--- src/rtl/idma_txrx_read.sv ---
// -----------------------------------------------------------------------------
// idma_txrx_read
//
// RX-side transport read task of the iDMA TXRX backend. It takes one read
// request (beat count, first-beat offset, last-beat tailer, buffer shift),
// pulls that many beats from the peripheral RX channel, masks and rotates
// each beat into buffer alignment, and pushes it into the dataflow buffer
// through a single-entry hold register. When every beat has been received
// and the hold register has drained, a datapath response is raised. The
// response carries a sticky error flag if any beat was poisoned.
//
// Ports
//   clk_i, rst_i              clock, synchronous active-high reset
//   r_req_*                   read request (valid/ready + transfer shape)
//   dp_poison_i               poison flag, sampled on every RX handshake
//   r_dp_rsp_*                transfer response (valid/ready + error)
//   rx_req_o                  RX data is wanted by the iDMA
//   rx_valid_i/rx_ready_o     RX beat handshake, rx_data_i is the beat
//   buffer_in_o               aligned byte data to the buffer
//   buffer_in_valid_o         per-byte valid to the buffer
//   buffer_in_ready_i         per-byte ready from the buffer
// -----------------------------------------------------------------------------
module idma_txrx_read #(
    parameter  int unsigned StrbWidth    = 16,
    parameter  int unsigned BeatCntWidth = 16,
    localparam int unsigned OffW         = $clog2(StrbWidth),
    localparam int unsigned DataWidth    = 8 * StrbWidth
) (
    input  logic                    clk_i,
    input  logic                    rst_i,
    // read request
    input  logic                    r_req_valid_i,
    output logic                    r_req_ready_o,
    input  logic [BeatCntWidth-1:0] r_req_num_beats_i,
    input  logic [OffW-1:0]         r_req_offset_i,
    input  logic [OffW-1:0]         r_req_tailer_i,
    input  logic [OffW-1:0]         r_req_shift_i,
    input  logic                    dp_poison_i,
    // datapath response
    output logic                    r_dp_rsp_valid_o,
    input  logic                    r_dp_rsp_ready_i,
    output logic                    r_dp_rsp_error_o,
    // peripheral RX channel
    output logic                    rx_req_o,
    input  logic                    rx_valid_i,
    input  logic [DataWidth-1:0]    rx_data_i,
    output logic                    rx_ready_o,
    // dataflow buffer
    output logic [DataWidth-1:0]    buffer_in_o,
    output logic [StrbWidth-1:0]    buffer_in_valid_o,
    input  logic [StrbWidth-1:0]    buffer_in_ready_i
);

    typedef enum logic [1:0] {
        IDLE   = 2'd0,
        ACTIVE = 2'd1,
        RSP    = 2'd2
    } state_e;

    state_e                  state_q;
    logic [BeatCntWidth-1:0] beats_left_q, beats_left_d;
    logic                    first_q;
    logic [OffW-1:0]         offset_q;
    logic [OffW-1:0]         tailer_q;
    logic [OffW-1:0]         shift_q;
    logic                    hold_valid_q, hold_valid_d;
    logic [StrbWidth-1:0]    hold_mask_q;
    logic [DataWidth-1:0]    hold_data_q;
    logic                    error_q;

    logic                    beats_pending;
    logic                    is_last;
    logic                    push_done;
    logic                    rx_hs;
    logic [StrbWidth-1:0]    first_mask;
    logic [StrbWidth-1:0]    last_mask;
    logic [StrbWidth-1:0]    beat_mask;
    logic [DataWidth-1:0]    masked_data;
    logic [StrbWidth-1:0]    rot_mask;
    logic [DataWidth-1:0]    rot_data;

    assign beats_pending = (beats_left_q != '0);
    assign is_last       = (beats_left_q == BeatCntWidth'(1));

    // A beat leaves the hold register only when every byte it carries is
    // accepted in the same cycle; the buffer never sees a partial beat.
    assign push_done = hold_valid_q & ((buffer_in_ready_i & hold_mask_q) == hold_mask_q);

    // Depends on buffer_in_ready_i (through push_done) but never on rx_valid_i.
    assign rx_ready_o = (state_q == ACTIVE) & beats_pending & (~hold_valid_q | push_done);
    assign rx_hs      = rx_valid_i & rx_ready_o;

    // Byte mask of the beat currently offered on the RX channel, then the
    // masked beat rotated left by shift_q bytes into buffer alignment.
    // NOTE: every always_comb output gets a default before any conditional
    // assignment, otherwise a path that skips it infers a latch.
    always_comb begin
        first_mask  = {StrbWidth{1'b1}} << offset_q;
        last_mask   = (tailer_q != '0) ? ~({StrbWidth{1'b1}} << tailer_q) : {StrbWidth{1'b1}};
        beat_mask   = {StrbWidth{1'b1}};
        masked_data = '0;
        rot_mask    = '0;
        rot_data    = '0;
        if (first_q) beat_mask = beat_mask & first_mask;
        if (is_last) beat_mask = beat_mask & last_mask;
        for (int i = 0; i < int'(StrbWidth); i++) begin
            masked_data[i*8 +: 8] = beat_mask[i] ? rx_data_i[i*8 +: 8] : 8'h00;
        end
        // Output byte i comes from input byte (i - shift) mod StrbWidth.
        for (int i = 0; i < int'(StrbWidth); i++) begin
            rot_mask[i]       = beat_mask[(i + int'(StrbWidth) - int'(shift_q)) % int'(StrbWidth)];
            rot_data[i*8 +: 8] =
                masked_data[((i + int'(StrbWidth) - int'(shift_q)) % int'(StrbWidth))*8 +: 8];
        end
    end

    // Next beat count and hold occupancy. A poisoned beat is counted but not
    // loaded; it may still coincide with the push of the previous beat.
    always_comb begin
        beats_left_d = beats_left_q;
        hold_valid_d = hold_valid_q;
        if (rx_hs) beats_left_d = beats_left_q - BeatCntWidth'(1);
        if (rx_hs && !dp_poison_i) begin
            hold_valid_d = 1'b1;
        end else if (push_done) begin
            hold_valid_d = 1'b0;
        end
    end

    // NOTE: sequential state is written with non-blocking assignments only,
    // so every register samples the pre-edge value of every other register.
    always_ff @(posedge clk_i) begin
        if (rst_i) begin
            state_q      <= IDLE;
            beats_left_q <= '0;
            first_q      <= 1'b0;
            offset_q     <= '0;
            tailer_q     <= '0;
            shift_q      <= '0;
            hold_valid_q <= 1'b0;
            // NOTE: the hold payload is normally don't-care while empty, but
            // it drives buffer_in_o directly and must read as zero after reset.
            hold_mask_q  <= '0;
            hold_data_q  <= '0;
            error_q      <= 1'b0;
        end else begin
            unique case (state_q)
                IDLE: begin
                    if (r_req_valid_i) begin
                        beats_left_q <= r_req_num_beats_i;
                        first_q      <= 1'b1;
                        offset_q     <= r_req_offset_i;
                        tailer_q     <= r_req_tailer_i;
                        shift_q      <= r_req_shift_i;
                        state_q      <= (r_req_num_beats_i == '0) ? RSP : ACTIVE;
                    end
                end
                ACTIVE: begin
                    beats_left_q <= beats_left_d;
                    hold_valid_q <= hold_valid_d;
                    if (rx_hs) begin
                        first_q <= 1'b0;
                        if (!dp_poison_i) begin
                            hold_mask_q <= rot_mask;
                            hold_data_q <= rot_data;
                        end else begin
                            error_q <= 1'b1;
                        end
                    end
                    // Look at next-state values so the response follows the
                    // final push (or final poisoned beat) by exactly one cycle.
                    if ((beats_left_d == '0) && !hold_valid_d) state_q <= RSP;
                end
                RSP: begin
                    if (r_dp_rsp_ready_i) begin
                        error_q <= 1'b0;
                        state_q <= IDLE;
                    end
                end
                default: state_q <= IDLE;
            endcase
        end
    end

    assign r_req_ready_o     = (state_q == IDLE);
    assign r_dp_rsp_valid_o  = (state_q == RSP);
    assign r_dp_rsp_error_o  = error_q;
    assign rx_req_o          = (state_q == ACTIVE) & beats_pending;
    assign buffer_in_o       = hold_data_q;
    assign buffer_in_valid_o = hold_valid_q ? hold_mask_q : '0;

endmodule

--- config.mk ---
export PLATFORM = sky130hd
export DESIGN_NAME = idma_txrx_read
export DESIGN_NICKNAME = d
export VERILOG_FILES = /design/src/rtl/idma_txrx_read.sv
export SDC_FILE = /design/constraint.sdc
export NUM_CORES = 1
export LEC_CHECK = 0
export ABC_AREA = 0
export CORE_ASPECT_RATIO = 1.25
export CORE_MARGIN = 4
export CORE_UTILIZATION = 45
export CTS_BUF_LIST = sky130_fd_sc_hd__clkbuf_4 sky130_fd_sc_hd__clkbuf_8 sky130_fd_sc_hd__clkbuf_16
export DETAILED_ROUTE_END_ITERATION = 7
export PLACE_DENSITY = 0.71
export SETUP_SLACK_MARGIN = 0.3
export SLEW_MARGIN = 30
export SYNTH_ARGS = -nofsm -noshare
export SYNTH_HDL_FRONTEND = slang
export SYNTH_SLANG_ARGS = --single-unit
--- constraint.sdc ---
create_clock -name clk_i -period 7.99 [get_ports clk_i]
set_input_delay 1.1985 -clock clk_i [delete_from_list [all_inputs] [get_ports clk_i]]
set_output_delay 1.1985 -clock clk_i [all_outputs]
set_load 0.01 [all_outputs]
# Yosys cells after proc, flatten, opt, wreduce, memory -nomap -nowiden
# Index checks and enable logic that the tools add are counted.
# totals
ff_bits,177
word_cells,214
output_inout_bits,149
# classes
shift,18
reduce_logical,33
bitwise_logic,26
mux,85
addsub,17
n_eq_ne,9
order_cmp,16
# ops
cell,count
128-bit by 8-bit variable part select with 8-bit output,16
8-bit 2-to-1 mux,16
"5-bit by 6-bit < comparator with 1-bit output, second input constant",16
16-bit 2-to-1 mux,6
"5-bit by 4-bit subtractor with 6-bit output, first input constant",16
1-bit binary-select mux with 4-bit select,16
4-bit OR reduction,16
1-bit 2-to-1 mux,39
16-bit bitwise AND,2
16-bit logical NOT,2
16-bit one-hot mux with 2 select lines,1
"16-bit by 4-bit << shifter with 16-bit output, first input constant",2
1-bit bitwise AND,20
"16-bit by 1-bit == test with 1-bit output, second input constant",1
16-bit == test,1
16-bit inverter,1
16-bit nonzero test,1
"16-bit by 1-bit subtractor with 16-bit output, second input constant",1
3-bit AND reduction,3
2-bit 2-to-1 mux,4
"2-bit inequality test, second input constant",4
2-bit one-hot mux with 3 select lines,1
1-bit one-hot mux with 2 select lines,2
2-bit AND reduction,2
other kinds (11),15

# Longest topological paths before layout
# depth
word_depth,12
depth_mapped,12

# Worst setup path after synthesis
# OpenSTA, ideal clock, no wires.
# synth_timing
path_type,input to output
start,in buffer_in_ready_i[8]
end,out rx_ready_o
path_slack_ps,4368
stages,6
t_arrival_ps,2423
path_cell_list,inv_1 -> a2111oi_0 -> and4_1 -> clkbuf_1 -> o21ai_0 -> nor2_1
# synth_between
elab_chain_len,5
# synth_lines
element,line,source
start: declaration,51,input logic [StrbWidth-1:0] buffer_in_ready_i
16-bit bitwise AND,87,assign push_done = hold_valid_q & ((buffer_in_ready_i & hold_mask_q) == hold_mask_q);
16-bit == test,87,
1-bit bitwise AND,87,
1-bit bitwise OR,90,assign rx_ready_o = (state_q == ACTIVE) & beats_pending & (~hold_valid_q | push_done);
1-bit bitwise AND,90,
end: declaration,47,"output logic rx_ready_o,"
# Every way passes these cells.

# Final worst setup path
# layout_timing
start,in buffer_in_ready_i[4]
end,out rx_ready_o
# Same word-level chain as after synthesis.

==> impl_metrics.ini <==
[synthesis]
yosys_warnings = 0
post_synth_xor_area_fraction_pct = 1.17
yosys.area_share.simple_pct = 19.4
syn_area_um2 = 15000
ys.flop_type = dfxtp_1
synth-seq-cells = 177
synth_top_family_by_area = compound AO/OA/AOI/OAI gates
synth.distinct_cells = 76
synthMuxAreaShare_pct = 13.3
async_flop_share_pct = 0
synth-edff-count = 0
synth-compound-area-share_pct = 36.4
synth_fa_ha_area_share_pct = 0.750
avgSynthCellArea_um2 = 8.01
seq_area_frac_synth_pct = 23.6
synth_nets = 2062
synth_cells = 1875

[floorplanning]
die_area_um2 = 36400
num_io_pins = 327
die_width_um = 171
initial_core_util_pct = 45.8
core_um2 = 32800
rows = 74
die_h_um = 212

[clock_network]
h-tree-depth = 4
tritoncts = done
path_clk_slew_ns = 0.08
numCtsBuffers = 17
postCtsResizedCells = 0
clockRootBuffer = clkbuf_16
cts.sinks = 177
postCtsHoldBufs = 0
cts_buffer_depth = 2
post_cts_buffers = 0
worstSkewPairLatency_ns = 0.46

[power_and_ir_drop]
p_int_uw = 1890
power_leakage_uw = 0.00685
p_sw_share_pct = 42.2
clockPowerShare_pct = 26.2
pwr-share-seq_pct = 30.6
ir_worst_vdd_v = 0.000121
netSwitchingPower_uw = 1380
p_comb_share_pct = 43.2
p_per_area_nw_per_um2 = 171

[sta]
min_period_ns = 4.95
fmax_ghz = 0.202
rsz0062_at_grt = no
setup_viol = 0
tns_ns = 0
hold_viol = 0
clock_skew_ns = 0.0145
worst_slack_ns = 3.04
slew_viol_final = 0
tightestPinTransition_ns = 1.03
slew-limit-headroom_pct = 31.1
period_share_pct = 61.9

[worst_setup_path]
timing.rr.end = buffer_in_o[57]
crit_end = rx_ready_o
critPathRequiredTime_ns = 6.79
critPathKind = in2out
reg2reg_depth = 8
critPathCaptureType = output port
r2r_slack_ns = 3.57
cp_max_fo = 5
start_kind = primary input
cp.arrival_ns = 3.75
critPathLaunch = buffer_in_ready_i[4]
r2r_start = state_q[0]

[min_path]
worstHoldStart = buffer_in_o[33]
worstHoldPathType = reg2reg
holdPathStages = 2

[placement]
post_dp_cell_area_um2 = 18500
place_hpwl_um = 58400
place_ws_ns = 3.10
gp_congestion = 1.01
place_inst = 2482
portBuffers = 326

[global_routing]
grt_antenna_before_repair = 0
grt_max_degree = 97
grtUsageTotal_pct = 40.2
grt_overflow = 0
grt_pass1_wl_um = 110000
grt_pass1_vias = 17000

[drt]
avgRoutedWirePerCell_um = 30.7
via_per_inst = 7.34
postRouteWirelength_um = 77100
ant_nets = 0
vias = 18500
drc_errors = 2
drt_pass1_iterations = 8
drtIter0Drc = 2793

[cells_and_area]
fin_area_um2 = 19100
diodes = 0
drive_above_1_share_pct = 9.92
fill_cells = 3013
mostFrequentLayoutCell = clkdlybuf4s50_1
instances_no_fill = 2515
area_growth_pct = 27.5
fin_util_pct = 58.4
layout.area.seq_um2 = 3550
multi_input_area_um2 = 10800
layout_common_cells = clkdlybuf4s50_1 (326), nand2_1 (188), nor2_1 (175), dfxtp_1 (175), o22ai_1 (107)
nNetsFinal = 2271

[flow_run]
maxCapViolCount = 0

[outcome]
status = complete, but fails checks
violations = DRC
[per-layer routing]
layer	up-vias	global-route usage (%)	routed length, um	share of wire [%]
li1	7910	-	-	-
met1	8715	48.3	27200	35
met2	1519	62.7	34300	44
met3	319	11.4	9690	13
met4	0	26.1	6010	7.8
met5	-	0	0	0
[worst max-delay path, cell delays in order]
cell and delay (ns):
clkdlybuf4s50_1 0.45, inv_1 0.03, a2111oi_0 0.66, and4_1 0.43, o21ai_0 0.24, nor2_1 0.18
clkdlybuf4s50_1 0.56
[registers in the layout, indices dropped and copies added, names as in the netlist]
name              flops
hold_valid_q          1
r_dp_rsp_error_o      1
first_q               1
state_q               2
buffer_in_o         128
beats_left_q         16
tailer_q              4
shift_q               4
offset_q              4
hold_mask_q          16
[power by group through the flow]
stage / logic (uW) / registers [uW] / clock network [uW]
global route: 1460 / 1010 / 892
global placement: 1340 / 1020 / 0
floorplan: 817 / 998 / 0
detailed placement: 1350 / 1020 / 0
CTS: 1360 / 1000 / 861
finish: 1420 / 1000 / 857
[worst min path at each step]
stage / slack (ns) / end
after floorplan: 0.43 / hold_mask_q[14]
after CTS: 0.44 / buffer_in_o[33]
after global placement: 0.43 / buffer_in_o[33]
after global routing: 0.45 / buffer_in_o[33]
final: 0.44 / buffer_in_o[33]
after detailed placement: 0.43 / buffer_in_o[33]
[metrics by stage]
stage	total power [uW]	hold WS [ns]
floorplan	1810	0.431
global placement	2360	0.427
detailed placement	2370	0.429
CTS	3220	0.440
global route	3360	0.455
finish	3280	0.437
[area by class of cell]
type	instances	share of cell area, %
timing repair buffer	371	18.9
sequential	177	18.5
clock buffer	17	2.22
inverter	21	0.412
tap	418	2.73
multi-input combinational	1496	56.5
clock inverter	15	0.765
[cells in the mapped netlist (29+ instances only)]
cell type / number / area share, %
a21oi_1: 82 / 2.7
a221o_1: 34 / 2.3
a22o_1: 47 / 2.7
a22oi_1: 31 / 1.5
a31oi_1: 31 / 1.3
a32o_1: 63 / 4.2
clkbuf_1: 150 / 3.7
dfxtp_1: 177 / 24
mux2i_1: 52 / 3.5
mux4_2: 49 / 7.3
nand2_1: 188 / 4.7
nand3_1: 29 / 0.97
nor2_1: 176 / 4.4
nor3_1: 61 / 2.0
o21ai_0: 77 / 2.6
o221ai_1: 35 / 2.0
o22ai_1: 109 / 4.5
[cell families after synthesis]
| logic type | after synthesis |
|---|---|
| flip-flops | 177 |
| multiplexers | 125 |
| AO/OA/AOI/OAI | 728 |
| buffers and inverters | 202 |
| XOR/XNOR | 20 |
| AND/OR/NAND/NOR | 614 |
| adder cells (fa/ha/maj) | 9 |
(Power assumes the default switching activity.)
